File: config.mk
export PLATFORM = sky130hd
export DESIGN_NAME = cam_rgb_to_raw
export DESIGN_NICKNAME = d
export VERILOG_FILES = /design/src/rtl/cam_rgb_to_raw.sv
export SDC_FILE = /design/constraint.sdc
export NUM_CORES = 1
export LEC_CHECK = 0
export ABC_AREA = 1
export BUFFER_PORTS_ARGS = -buffer_cell sky130_fd_sc_hd__buf_4
export CAP_MARGIN = 25
export CELL_PAD_IN_SITES_DETAIL_PLACEMENT = 1
export CELL_PAD_IN_SITES_GLOBAL_PLACEMENT = 1
export CORE_MARGIN = 5
export CORE_UTILIZATION = 44
export DETAILED_ROUTE_END_ITERATION = 10
export PLACE_DENSITY_LB_ADDON = 0.1
export SETUP_SLACK_MARGIN = 0.1
export SLEW_MARGIN = 15
export SYNTH_ARGS = -nofsm -noshare
export SYNTH_HDL_FRONTEND = slang
export SYNTH_SLANG_ARGS = --single-unit
File: constraint.sdc
create_clock -name i_pclk -period 4.6 [get_ports i_pclk]
set_input_delay 0.46 -clock i_pclk [delete_from_list [all_inputs] [get_ports i_pclk]]
set_output_delay 0.46 -clock i_pclk [all_outputs]
set_load 0.01 [all_outputs]
File: src/rtl/cam_rgb_to_raw.sv
// cam_rgb_to_raw: re-mosaics a 2-pixel-per-clock RGB stream into a 2PPC raw
// Bayer stream. Each lane keeps only the colour its CFA site would have sensed,
// scaled by a per-channel gain that is sampled once per frame.
// Pipeline: stage 1 picks the colour and gain per lane, stage 2 multiplies and
// saturates. Latency is two clocks for data, sync and framing flags alike.
module cam_rgb_to_raw #(
    parameter int P_DEPTH       = 10,
    parameter int PW            = P_DEPTH * 2,
    parameter int FRAME_WIDTH   = 640,
    parameter int FRAME_HEIGHT  = 480,
    parameter int BAYER_PATTERN = 0,
    parameter int GAIN_FRAC     = 6
) (
    input  logic          i_pclk,
    input  logic          i_arst,
    input  logic          i_vsync,
    input  logic          i_valid,
    input  logic [PW-1:0] i_r,
    input  logic [PW-1:0] i_g,
    input  logic [PW-1:0] i_b,
    input  logic [7:0]    i_gain_r,
    input  logic [7:0]    i_gain_g,
    input  logic [7:0]    i_gain_b,
    output logic          o_vsync,
    output logic          o_valid,
    output logic [PW-1:0] o_raw,
    output logic          o_sol,
    output logic          o_eol
);

    localparam int BEATS = FRAME_WIDTH / 2;
    localparam int PCW   = (BEATS > 1) ? $clog2(BEATS) : 1;
    localparam int LCW   = (FRAME_HEIGHT > 1) ? $clog2(FRAME_HEIGHT) : 1;
    localparam int MW    = P_DEPTH + 8;
    localparam logic [PCW-1:0] LAST_BEAT = PCW'(BEATS - 1);
    localparam logic [LCW-1:0] LAST_LINE = LCW'(FRAME_HEIGHT - 1);
    localparam logic [MW-1:0]  SAT_MAX   = MW'((2 ** P_DEPTH) - 1);
    localparam logic [7:0]     UNITY     = 8'(2 ** GAIN_FRAC);

    typedef enum logic [1:0] {
        COL_R,
        COL_G,
        COL_B
    } colour_t;

    logic               vsync_q;
    logic               fs;
    logic [PCW-1:0]     pixel_count, eff_pix, pixel_next;
    logic [LCW-1:0]     line_count, eff_line, line_next;
    logic [7:0]         gain_r_q, gain_g_q, gain_b_q;
    logic [7:0]         gain_r_eff, gain_g_eff, gain_b_eff;
    colour_t            col0, col1;
    logic [P_DEPTH-1:0] samp0, samp1;
    logic [7:0]         gain0, gain1;

    logic               s1_valid, s1_sol, s1_eol;
    logic [P_DEPTH-1:0] s1_samp0, s1_samp1;
    logic [7:0]         s1_gain0, s1_gain1;

    logic [MW-1:0]      prod0, prod1, shift0, shift1;
    logic [P_DEPTH-1:0] sat0, sat1;

    // Frame start is the falling edge of vsync; the fs beat itself is (0,0)
    // and already sees the gains that are being latched for the new frame.
    assign fs         = vsync_q & ~i_vsync;
    assign gain_r_eff = fs ? i_gain_r : gain_r_q;
    assign gain_g_eff = fs ? i_gain_g : gain_g_q;
    assign gain_b_eff = fs ? i_gain_b : gain_b_q;

    // Effective coordinates of the current beat and the counter values that follow it.
    always_comb begin
        eff_pix    = fs ? '0 : pixel_count;
        eff_line   = fs ? '0 : line_count;
        pixel_next = eff_pix;
        line_next  = eff_line;
        if (i_valid) begin
            if (eff_pix == LAST_BEAT) begin
                pixel_next = '0;
                line_next  = (eff_line == LAST_LINE) ? '0 : eff_line + 1'b1;
            end else begin
                pixel_next = eff_pix + 1'b1;
            end
        end
    end

    // Beat and line counters; they hold while no beat is present.
    always_ff @(posedge i_pclk or posedge i_arst) begin
        if (i_arst) begin
            pixel_count <= '0;
            line_count  <= '0;
        end else begin
            pixel_count <= pixel_next;
            line_count  <= line_next;
        end
    end

    // Gain shadow registers, refreshed only at frame start.
    always_ff @(posedge i_pclk or posedge i_arst) begin
        if (i_arst) begin
            gain_r_q <= UNITY;
            gain_g_q <= UNITY;
            gain_b_q <= UNITY;
        end else if (fs) begin
            gain_r_q <= i_gain_r;
            gain_g_q <= i_gain_g;
            gain_b_q <= i_gain_b;
        end
    end

    // CFA site colour of each lane from the pattern phase and line parity.
    always_comb begin
        col0 = COL_G;
        col1 = COL_G;
        case (BAYER_PATTERN)
            0:       begin col0 = eff_line[0] ? COL_G : COL_R; col1 = eff_line[0] ? COL_B : COL_G; end
            1:       begin col0 = eff_line[0] ? COL_B : COL_G; col1 = eff_line[0] ? COL_G : COL_R; end
            2:       begin col0 = eff_line[0] ? COL_R : COL_G; col1 = eff_line[0] ? COL_G : COL_B; end
            default: begin col0 = eff_line[0] ? COL_G : COL_B; col1 = eff_line[0] ? COL_R : COL_G; end
        endcase
    end

    // Route each lane's own sample of the chosen colour bus with its gain.
    always_comb begin
        samp0 = i_g[P_DEPTH-1:0];
        gain0 = gain_g_eff;
        samp1 = i_g[PW-1:P_DEPTH];
        gain1 = gain_g_eff;
        case (col0)
            COL_R:   begin samp0 = i_r[P_DEPTH-1:0]; gain0 = gain_r_eff; end
            COL_B:   begin samp0 = i_b[P_DEPTH-1:0]; gain0 = gain_b_eff; end
            default: begin samp0 = i_g[P_DEPTH-1:0]; gain0 = gain_g_eff; end
        endcase
        case (col1)
            COL_R:   begin samp1 = i_r[PW-1:P_DEPTH]; gain1 = gain_r_eff; end
            COL_B:   begin samp1 = i_b[PW-1:P_DEPTH]; gain1 = gain_b_eff; end
            default: begin samp1 = i_g[PW-1:P_DEPTH]; gain1 = gain_g_eff; end
        endcase
    end

    // Stage 1: capture selected samples, gains and framing flags; idle beats carry zeros.
    always_ff @(posedge i_pclk or posedge i_arst) begin
        if (i_arst) begin
            vsync_q  <= 1'b0;
            s1_valid <= 1'b0;
            s1_sol   <= 1'b0;
            s1_eol   <= 1'b0;
            s1_samp0 <= '0;
            s1_samp1 <= '0;
            s1_gain0 <= '0;
            s1_gain1 <= '0;
        end else begin
            vsync_q  <= i_vsync;
            s1_valid <= i_valid;
            s1_sol   <= i_valid && (eff_pix == '0);
            s1_eol   <= i_valid && (eff_pix == LAST_BEAT);
            s1_samp0 <= i_valid ? samp0 : '0;
            s1_samp1 <= i_valid ? samp1 : '0;
            s1_gain0 <= i_valid ? gain0 : '0;
            s1_gain1 <= i_valid ? gain1 : '0;
        end
    end

    // Fixed-point gain: truncate the fraction, then clamp to full scale.
    always_comb begin
        prod0  = MW'(s1_samp0) * MW'(s1_gain0);
        prod1  = MW'(s1_samp1) * MW'(s1_gain1);
        shift0 = prod0 >> GAIN_FRAC;
        shift1 = prod1 >> GAIN_FRAC;
        sat0   = (shift0 > SAT_MAX) ? '1 : shift0[P_DEPTH-1:0];
        sat1   = (shift1 > SAT_MAX) ? '1 : shift1[P_DEPTH-1:0];
    end

    // Stage 2: registered outputs.
    always_ff @(posedge i_pclk or posedge i_arst) begin
        if (i_arst) begin
            o_vsync <= 1'b0;
            o_valid <= 1'b0;
            o_sol   <= 1'b0;
            o_eol   <= 1'b0;
            o_raw   <= '0;
        end else begin
            o_vsync <= vsync_q;
            o_valid <= s1_valid;
            o_sol   <= s1_sol;
            o_eol   <= s1_eol;
            o_raw   <= s1_valid ? {sat1, sat0} : '0;
        end
    end

endmodule
# After elaboration in Yosys (flattened, before gate mapping)
# Index checks and enable logic that the tools add are counted.
[word_totals]
input_bits = 88
ff_bits = 106
elab_cells = 58
[classes]
n_lt_le_gt_ge = 2
mux = 23
bitwise_logic = 2
addsub = 2
multipliers = 2
eq_ne = 4
reduce_logical = 5
[op_table]
columns = ["operator", "n"]
rows = [
  ["$mux 9", 7],
  ["$mux 10", 4],
  ["$mux 8", 5],
  ["$pmux 10 s2", 2],
  ["$mul 10x8->18", 2],
  ["$pmux 8 s2", 2],
  ["$gt 12x10->1 const B", 2],
  ["$mux 20", 1],
  ["$add 9x1->9 const B", 2],
  ["$eq 9x9->1 const B", 2],
  ["$logic_not 9->1", 1],
  ["$logic_not 2->1", 2],
  ["$eq 1x2->1 const B", 1],
  ["$eq 2x2->1 const B", 1],
  ["$logic_and 1x1->1", 2],
  ["$mux 2", 1],
  ["$and 1x1->1", 1],
  ["$mux 1", 1],
  ["$not 1->1", 1],
]

# Longest topological paths before layout
# Gate-level depths: netlist of run 1.
[depth]
ltp_word = 7
mapped_depth = 24
mapped_depth_nobuf = 23

# Worst setup path before layout of run 1
# Ideal clock, no wire load.
[synth_timing]
path_kind = "register -> register"
start = "reg s1_gain0[7]"
end = "reg o_raw[9]"
synth_period_minus_slack_ns = 4.222
path_slack_ns = 0.378
arrival_time_ns = 4.104
required_time_ns = 4.482
stages_incl_launch_ff = 21
cell_sequence = "dfrtp_1 clkbuf_1 nand2_1 fa_1 fa_1 inv_1 fa_1 inv_1 fa_1 inv_1 ha_1 nand2_1 inv_1 a21oi_1 nand2_2 nand2_1 nand3_1 nand2_4 nand3_2 nor2_1 nor2_1"
[synth_between]
elab_chain_cells = 4
[synth_lines]
columns = ["element", "line_no", "rtl"]
rows = [
  ["start, declared", "58", "logic [7:0] s1_gain0, s1_gain1;"],
  ["start signal, assigned", "158", "s1_gain0 <= i_valid ? gain0 : '0;"],
  ["$mul 10x8->18 (*)", "165", "prod0 = MW'(s1_samp0) * MW'(s1_gain0);"],
  ["$gt 12x10->1", "169", "sat0 = (shift0 > SAT_MAX) ? '1 : shift0[P_DEPTH-1:0];"],
  ["$mux 10 (*)", "169", ""],
  ["$mux 20 (*)", "186", "o_raw <= s1_valid ? {sat1, sat0} : '0;"],
  ["end signal, assigned", "186", ""],
  ["end, declared", "26", "output logic [PW-1:0] o_raw,"],
]
# Every way passes the cells marked *; elsewhere a longest branch is shown, timed or not.

# Worst setup path in the final report of run 1
[layout_timing]
start = "reg s1_gain0[6]"
end = "reg o_raw[5]"
# Same word-level chain as after synthesis.

==> results of run 1 <==
[per-stage QoR]
step	area [µm²]	setup TNS (ns)	util	power [mW]	setup WS, ns
after floorplan	10300	0	-	1.59	0.378
after global placement	11200	0	0.483	1.83	0.144
after detailed placement	11200	-0.00160	0.483	1.85	-0.00160
after CTS	11600	0	0.500	2.67	0.108
after global routing	12200	0	0.526	2.95	0.0496
final	12200	0	0.526	2.75	0.269
[area by class of cell]
cell class	instances	share of cell area
clock buffer	9	0.0184
clock inverter	7	0.00726
timing repair buffer	151	0.0954
tap	319	0.0326
inverter	364	0.112
multi-input combinational	879	0.515
sequential	106	0.220
[critical path: stages (launching register included)]
cell and delay [ns]:
dfrtp_2 0.47, buf_2 0.19, nand2_1 0.07, inv_1 0.05
fa_1 0.49, inv_1 0.05, fa_1 0.53, inv_1 0.06
fa_1 0.44, ha_1 0.29, ha_1 0.42, nand2_1 0.18
nor3_2 0.20, and2_1 0.16, nand2_1 0.08, nand2_1 0.09
nand2_2 0.09, nand2_4 0.11, nand3_2 0.09, nor2_1 0.09
nor2_1 0.05
[layout by cell type, fill, tap and decap left out, drive strengths merged, types with 22 or more instances in the layout]
cell	Yosys	layout
ha	73	73
nand4	22	22
o21ai	41	41
a21oi	37	37
nor2	91	91
nand2	424	426
fa	94	94
buf	18	151
dfrtp	103	103
inv	364	366
nand3	36	36
[worst max path at each step]
| stage | cells past startpoint | end | slack [ns] | startpoint |
|---|---|---|---|---|
| final | 20 | o_raw[5] | 0.27 | s1_gain0[6] |
| after global routing | 20 | o_raw[12] | 0.05 | s1_samp1[2] |
| after CTS | 19 | o_raw[12] | 0.11 | s1_gain1[6] |
| after detailed placement | 18 | o_raw[2] | -0.002 | s1_gain0[4] |
| after global placement | 19 | o_raw[12] | 0.14 | s1_gain1[6] |
| after floorplan | 20 | o_raw[9] | 0.38 | s1_gain0[7] |
[synthesized netlist by cell type]
master    number  share of area
nor4_2         2         0.0024
a22o_1         1        0.00085
nor2_2         4         0.0024
nand4_2        2         0.0024
nand4_1       20          0.012
nor3b_1        1        0.00073
and2_1        10         0.0061
buf_2         12         0.0058
buf_4          2         0.0015
o211ai_1       1        0.00073
nand2_1      404           0.15
a31oi_1        1        0.00061
clkbuf_1      37          0.013
o21ai_1        2        0.00097
xor2_1         2         0.0017
buf_6          2         0.0022
buf_1          2        0.00073
nand3_2        8         0.0078
nand2_2       14         0.0085
dfstp_2        3         0.0076
a211oi_1       1        0.00073
ha_1          73          0.089
nand2_4        6         0.0066
inv_1        359           0.13
nand3b_1      12         0.0087
nor2_4         5         0.0055
dfrtp_1      103           0.25
o21bai_1       4         0.0029
and3_1         1        0.00061
a21oi_1       37          0.018
o21ai_2        1        0.00085
xnor2_1       10         0.0085
fa_1          94           0.18
inv_2          5         0.0018
nor2_1        82          0.030
nor3_1        12         0.0058
o21ai_0       38          0.018
or3b_1         1        0.00085
nand3_1       28          0.014
[layer usage]
layer / vias to the layer above / track usage / wire [µm] / share of wire
met5: - / 0 / 0 / 0
met4: 0 / 0.0355 / 306 / 0.011
met3: 21 / 0.0318 / 833 / 0.031
met2: 110 / 0.365 / 13600 / 0.50
met1: 4320 / 0.279 / 12500 / 0.46
li1: 4306 / - / - / -
[power groups by stage]
stage / logic [mW] / registers, mW / clock network [mW]
floorplan: 0.516 / 1.07 / 0
global placement: 0.711 / 1.11 / 0
detailed placement: 0.732 / 1.12 / 0
CTS: 0.747 / 1.10 / 0.819
global route: 0.987 / 1.10 / 0.864
finish: 0.863 / 1.09 / 0.794
[registers in the layout, indices dropped and copies added, names as in the netlist, 8 cells and up]
register and cells:
o_raw 20, s1_samp0 10, s1_samp1 10, line_count 9, pixel_count 9, gain_b_q 8
gain_g_q 8, gain_r_q 8, s1_gain0 8, s1_gain1 8
[cells by family (layout without fill, tap and decap cells)]
family	count (synthesis)	in the layout	synth area share
AO/OA/AOI/OAI	86	86	0.0440
XOR/XNOR	12	12	0.0102
adder cells (fa/ha/maj)	167	167	0.271
buffers and inverters	419	531	0.156
flip-flops	106	106	0.258
AND/OR/NAND/NOR	612	614	0.261
[what timing repair did]
action	4_1_cts	5_1_grt
pin swaps	0	25
gates cloned	0	2
resized for setup	13	69
endpoints found under the setup margin	11	20
buffers inserted	6	42
==> out/results.ini, run 1 <==
[status]
outcome=completed

[clock_network]
clock_sinks=106
clockRootBuffer=clkbuf_16
htree_num_levels=3
clock_latency_ns=0.37
cts_hold_buf=0
cts_buffers=9
cts_tree=built
clk_pin_slew_ns=0.08
cts_max_path_buffers=2

[layout]
areaGrowthSynthToFinish_pct=18.7
diodes=0
final_cells=1835
nets=1766
drive_gt1_frac=0.188
multi_input_area_um2=6300
seqCellArea_um2=2690
nFillCells=2954

[die]
num_rows=56
fp.dieArea_um2=26600
core-area_um2=23300
fp.dieH_um=163
die-width_um=163
start_util=0.443
ios=112

[power]
vdd_ir_drop_max_v=0.000172
p_seq_frac=0.397
p_sw_frac=0.347
power.density_nw_per_um2=224
power_frac_clock=0.289
p_leak_nw=7.66
combPwrFrac=0.314
switchingPower_uw=954
power.internal_mw=1.79

[place]
port_buffers=91
placed_cells=1768
gp_congestion=0.804
hpwl_mm=20.4

[drt]
drtPass1Iterations=5
drt-total-wl_mm=27.2
vias=8757
drtIter0Drc=292
ant_nets=0
drcViolationCount=0
avgRoutedWirePerCell_um=14.8
viasPerCell=4.77

[timing]
rsz0062_at_grt=true
whs_ns=0.0133
slew_violations=0
min_period_ns=4.33
finClkSkew_ns=0.0202
tightest_slew_ns=0.564
fmax_mhz=231
slew-limit-headroom=0.624
finalCritPeriodShare=0.941
setup_viol=0
hold_viol=0

[worst_setup_path]
r2r-start=s1_gain0[6]
crit_required_ns=4.84
timing.rr.end=o_raw[5]
arrival_ns=4.57
cp_max_fo=6
r2r_slack_ns=0.27
reg2reg_depth=20
critPathLaunchType=flip-flop
endpoint_kind=flip-flop
crit_type=reg -> reg

[run]
cap_violations=0

[synthesis]
syn_inst=1402
synth.distinct_cells=39
seq_area_frac_synth=0.258
yosysWarnings=0
synth.avg_cell_area_um2=7.36
syn_area_um2=10300
syn_nets=1657
ys_seq_elements=106

[grt]
grt_max_degree=73
antenna_found_initial=0
grt_pass1_wl_mm=45.1
grt_overflow_total=0
grt_pass1_vias=9502
grt_usage=0.208

[min_path]
min_path_type=in -> async

No activity file was read; power rests on OpenSTA's default activity.
==> run 2, diff against run 1 <==
==> constraint.sdc (replaced) <==
create_clock -name i_pclk -period 4.6 [get_ports i_pclk]
set_input_delay 0.92 -clock i_pclk [delete_from_list [all_inputs] [get_ports i_pclk]]
set_output_delay 0.92 -clock i_pclk [all_outputs]
set_load 0.01 [all_outputs]
==> run 2 against run 1 <==
Hold slack better by 0.35 ns. Clock-buffer cell count up 1. Maximum frequency grew 1.1%. Critical path type unchanged. Highest routed layer unchanged.
==> out/results.ini, run 2 (synthesis gave the netlist of run 1 again) <==
[die]
die-width_um=163
start_util=0.443
core-area_um2=23300
num_rows=56
fp.dieH_um=163
ios=112
fp.dieArea_um2=26600

[timing]
rsz0062_at_grt=false
slew_violations=0
hold_viol=0
finClkSkew_ns=0.0181
finalCritPeriodShare=0.931
fmax_mhz=233
slew-limit-headroom=0.426
setup_viol=0
min_period_ns=4.28
tightest_slew_ns=0.862

[layout]
seqCellArea_um2=2690
final_common_cell=nand2_1
regMostFlops=o_raw
areaGrowthSynthToFinish_pct=17.4
fin_util=0.520
drive_gt1_frac=0.180
nets=1756
multi_input_area_um2=6280
largest_registers=o_raw x20, s1_samp0 x10, s1_samp1 x10
mostFrequentLayoutCells=nand2_1 (399), inv_1 (357), buf_4 (139)
largest_register_ffs=20
nFillCells=2964
diodes=0

[drt]
ant_nets=0
viasPerCell=4.74
vias=8650
avgRoutedWirePerCell_um=14.6
drtPass1Iterations=4
drt-total-wl_mm=26.6
drcViolationCount=0
drtIter0Drc=300

[clock_network]
cts_tree=built
htree_num_levels=3
cts_buffers=9
clockRootBuffer=clkbuf_16
clock_sinks=106
clock_latency_ns=0.36
cts_max_path_buffers=2
clk_pin_slew_ns=0.08

[min_path]
min_path_type=reg -> reg
holdPathStages=0

[worst_setup_path]
endpoint_kind=flip-flop
path_buf_inv=4
crit_cells=18
cp_max_fo=9
path_cells=buf_4, nand2_1, inv_1, fa_1, inv_1, fa_1, inv_1, fa_1, ha_1, ha_1, a21oi_1, nand2_1, a21oi_2, nand2_2, nand2_4, nand3_2, nor2_1, nor2_1
max_stage_delay_ns=0.53
crit_family=adder cells
critPathLaunchType=flip-flop
crit_required_ns=4.84
arrival_ns=4.52
crit_type=reg -> reg
slowest_stage=fa_1
reg2reg_depth=18

[grt]
grt_overflow_total=0
grt_pass1_wl_mm=44.8
grt_pass1_vias=9640
antenna_found_initial=0
grt_max_degree=69
grt_usage=0.206

[place]
port_buffers=91
hpwl_mm=21.0
gp_congestion=0.796

[status]
outcome=completed

[power]
vdd_ir_drop_max_v=0.000170
p_leak_nw=7.58
power_mw=2.71
power.density_nw_per_um2=224

[run]
cap_violations=0

==> run 2: cell count changes in the layout (fill, tap and decap cells not counted), moves of 2 or more <==
cell,previous run,this run
dfrtp_1,75,79
inv_1,355,357
ha_4,12,10
inv_6,0,2
dfrtp_2,28,24
inv_2,8,6
nand3_2,10,8
ha_2,0,3
clkinv_4,2,0
buf_4,147,139
==> run 2: path summary, 6_finish.rpt <==
| path | start | endpoint | slack [ns] |
|---|---|---|---|
| max | s1_gain0[7] | o_raw[5] | 0.32 |
| min | s1_sol | o_sol | 0.36 |
| max reg2reg | s1_gain0[7] | o_raw[5] | 0.32 |
| min reg2reg | s1_sol | o_sol | 0.36 |
| max in group asynchronous | i_arst | s1_gain0[5] | 2.78 |
| min in group asynchronous | i_arst | o_raw[2] | 0.73 |
==> run 2: power by group <==
group          internal, mW  switching [mW]
sequential             1.02          0.0712
combinational         0.362           0.466
clock                 0.400           0.392
total                  1.78           0.929
==> run 2: layout make-up <==
type | count | share of cell area
sequential | 106 | 0.222
timing repair buffer | 141 | 0.0876
clock buffer | 10 | 0.0197
tap | 319 | 0.0330
multi-input combinational | 879 | 0.519
inverter | 364 | 0.113
clock inverter | 6 | 0.00569
==> run 2: routing by layer <==
metal	wire, µm	global-route usage
met1	12100	0.262
met2	13500	0.376
met3	766	0.0320
met4	215	0.0358
met5	0	0
==> run 2: repair_timing <==
item                                    in CTS  in global routing
gates cloned                                 0                  2
resized for setup                            9                 66
endpoints found under the setup margin      20                 20
pin swaps                                    0                 10
hold buffers                                 0                  0
buffers inserted                             0                 32
==> run 2: metrics by stage <==
stage          setup slack [ns]  setup TNS (ns)  instance area (µm²)  instances  hold slack (ns)
2_1_floorplan             0.378               0                10300       1402            0.331
3_3_place_gp              0.142               0                11300       1775            0.332
3_5_place_dp            -0.0160         -0.0160                11300       1775            0.339
4_1_cts                  0.0875               0                11600       1791            0.363
5_1_grt                  0.0761               0                12100       1825            0.374
6_report                  0.317               0                12100       1825            0.360
==> run 3, diff against run 2 <==
==> constraint.sdc (replaced) <==
create_clock -name i_pclk -period 4.6 [get_ports i_pclk]
set_input_delay 1.15 -clock i_pclk [delete_from_list [all_inputs] [get_ports i_pclk]]
set_output_delay 1.15 -clock i_pclk [all_outputs]
set_load 0.01 [all_outputs]
==> run 3 against run 2 <==
Routed wire length increased by 3.0%. Sequential power about the same. Clock skew decreased by 0.0024 ns. Critical path type unchanged. Largest cell class unchanged. Cell count increased by 0.88%.
==> out/results.ini, run 3 (synthesis gave the netlist of run 1 again) <==
[worst_setup_path]
crit_family=adder cells
endpoint_kind=flip-flop
r2r-start=s1_samp0[8]
path_cells=buf_4, nand2_1, inv_1, fa_1, fa_1, fa_1, inv_1, fa_1, inv_1, ha_4, nand2_2, nor2_2, inv_1, nor4_4, nand2_4, nand3_2, nand3_2, nor2_2, nor2_1
crit_type=reg -> reg
max_stage_delay_ns=0.55
crit_required_ns=4.86
critPathLaunchType=flip-flop
cp_max_fo=5
arrival_ns=4.61
setup.worst_path.start=s1_samp0[8]
path_buf_inv=5
slowest_stage=fa_1

[die]
core-area_um2=23300
start_util=0.443
num_rows=56
ios=112
fp.dieH_um=163
die-width_um=163
fp.dieArea_um2=26600

[drt]
drt-total-wl_mm=27.4
drtIter0Drc=252
ant_nets=0
vias=8787
avgRoutedWirePerCell_um=14.9
drcViolationCount=0
drtPass1Iterations=4
viasPerCell=4.77

[clock_network]
cts_max_path_buffers=2
clockRootBuffer=clkbuf_16
clock_latency_ns=0.37
cts_tree=built
cts_hold_buf=0
clk_pin_slew_ns=0.09
htree_num_levels=3
clock_sinks=106
cts_buffers=9

[timing]
min_period_ns=4.35
hold_viol=0
slew-limit-headroom=0.452
finClkSkew_ns=0.0157
fmax_mhz=230
layout_setup_ws_ns=0.250
tightest_slew_ns=0.822
setup_viol=0
finalCritPeriodShare=0.946
slew_violations=0
whs_ns=0.354

[grt]
grt_overflow_total=0
grt_pass1_vias=9592
antenna_found_initial=0
grt_max_degree=64
grt_pass1_wl_mm=45.1
grt_usage=0.208

[min_path]
worstHoldStart=s1_eol
min_path_type=reg -> reg

[power]
p_leak_nw=7.73
vdd_ir_drop_max_v=0.000179
power.density_nw_per_um2=228

[place]
pre_cts_ws_ns=0.0583
dpl_cell_area_um2=11300
placed_cells=1775
hpwl_mm=21.0
gp_congestion=0.789
port_buffers=91

[layout]
final_common_cell=nand2_1
largest_register_ffs=20
drive_gt1_frac=0.195
areaGrowthSynthToFinish_pct=20.0
final_cell_area_um2=12400
nets=1772
fin_util=0.532
mostFrequentLayoutCells=nand2_1 (394), inv_1 (356), buf_4 (152)
diodes=0
final_cells=1841
largest_registers=o_raw x20, s1_samp0 x10, s1_samp1 x10
regMostFlops=o_raw

[run]
cap_violations=0

[status]
outcome=completed

[run 3: power breakdown]
group          total (mW)  internal [mW]  switching, mW
logic               0.872          0.386          0.487
clock network       0.859          0.444          0.415
registers            1.09           1.02         0.0694
[run 3: routing by layer]
layer  track usage  vias up  part of all wire
met5             0        -                 0
met4        0.0381        0             0.011
met3        0.0333       23             0.031
met2         0.377      112              0.50
met1         0.265     4324              0.45
li1              -     4328                 -
[run 3: path summary, 6_finish.rpt]
check,endpoint,slack (ns),cells past startpoint
setup / recovery,o_raw[9],0.25,19
hold / removal,o_eol,0.35,0
setup reg to reg,o_raw[9],0.25,19
hold reg to reg,o_eol,0.35,0
max in group asynchronous,gain_r_q[6],2.75,3
min in group asynchronous,s1_samp0[0],0.96,2
[run 3: stage by stage]
stage | TNS [ns] | total power, mW
6_report | 0 | 2.82
5_1_grt | -0.00390 | 3.02
4_1_cts | 0 | 2.74
3_5_place_dp | 0 | 1.86
3_3_place_gp | 0 | 1.83
2_1_floorplan | 0 | 1.59
[run 3: layout make-up]
class	instances	area, µm²
clock buffers	9	225
clock inverters	7	108
fillers	2969	10900
inverters	364	1370
multi-input cells	882	6430
flip-flops and latches	106	2690
well taps	319	399
repair buffers	154	1160
[run 3: repair_timing]
action | CTS | global route
cloned | 0 | 5
pin swaps | 0 | 45
hold endpoints to repair | 0 | 0
setup buffers | 0 | 45
resized for setup | 5 | 88
endpoints found under the setup margin | 18 | 20
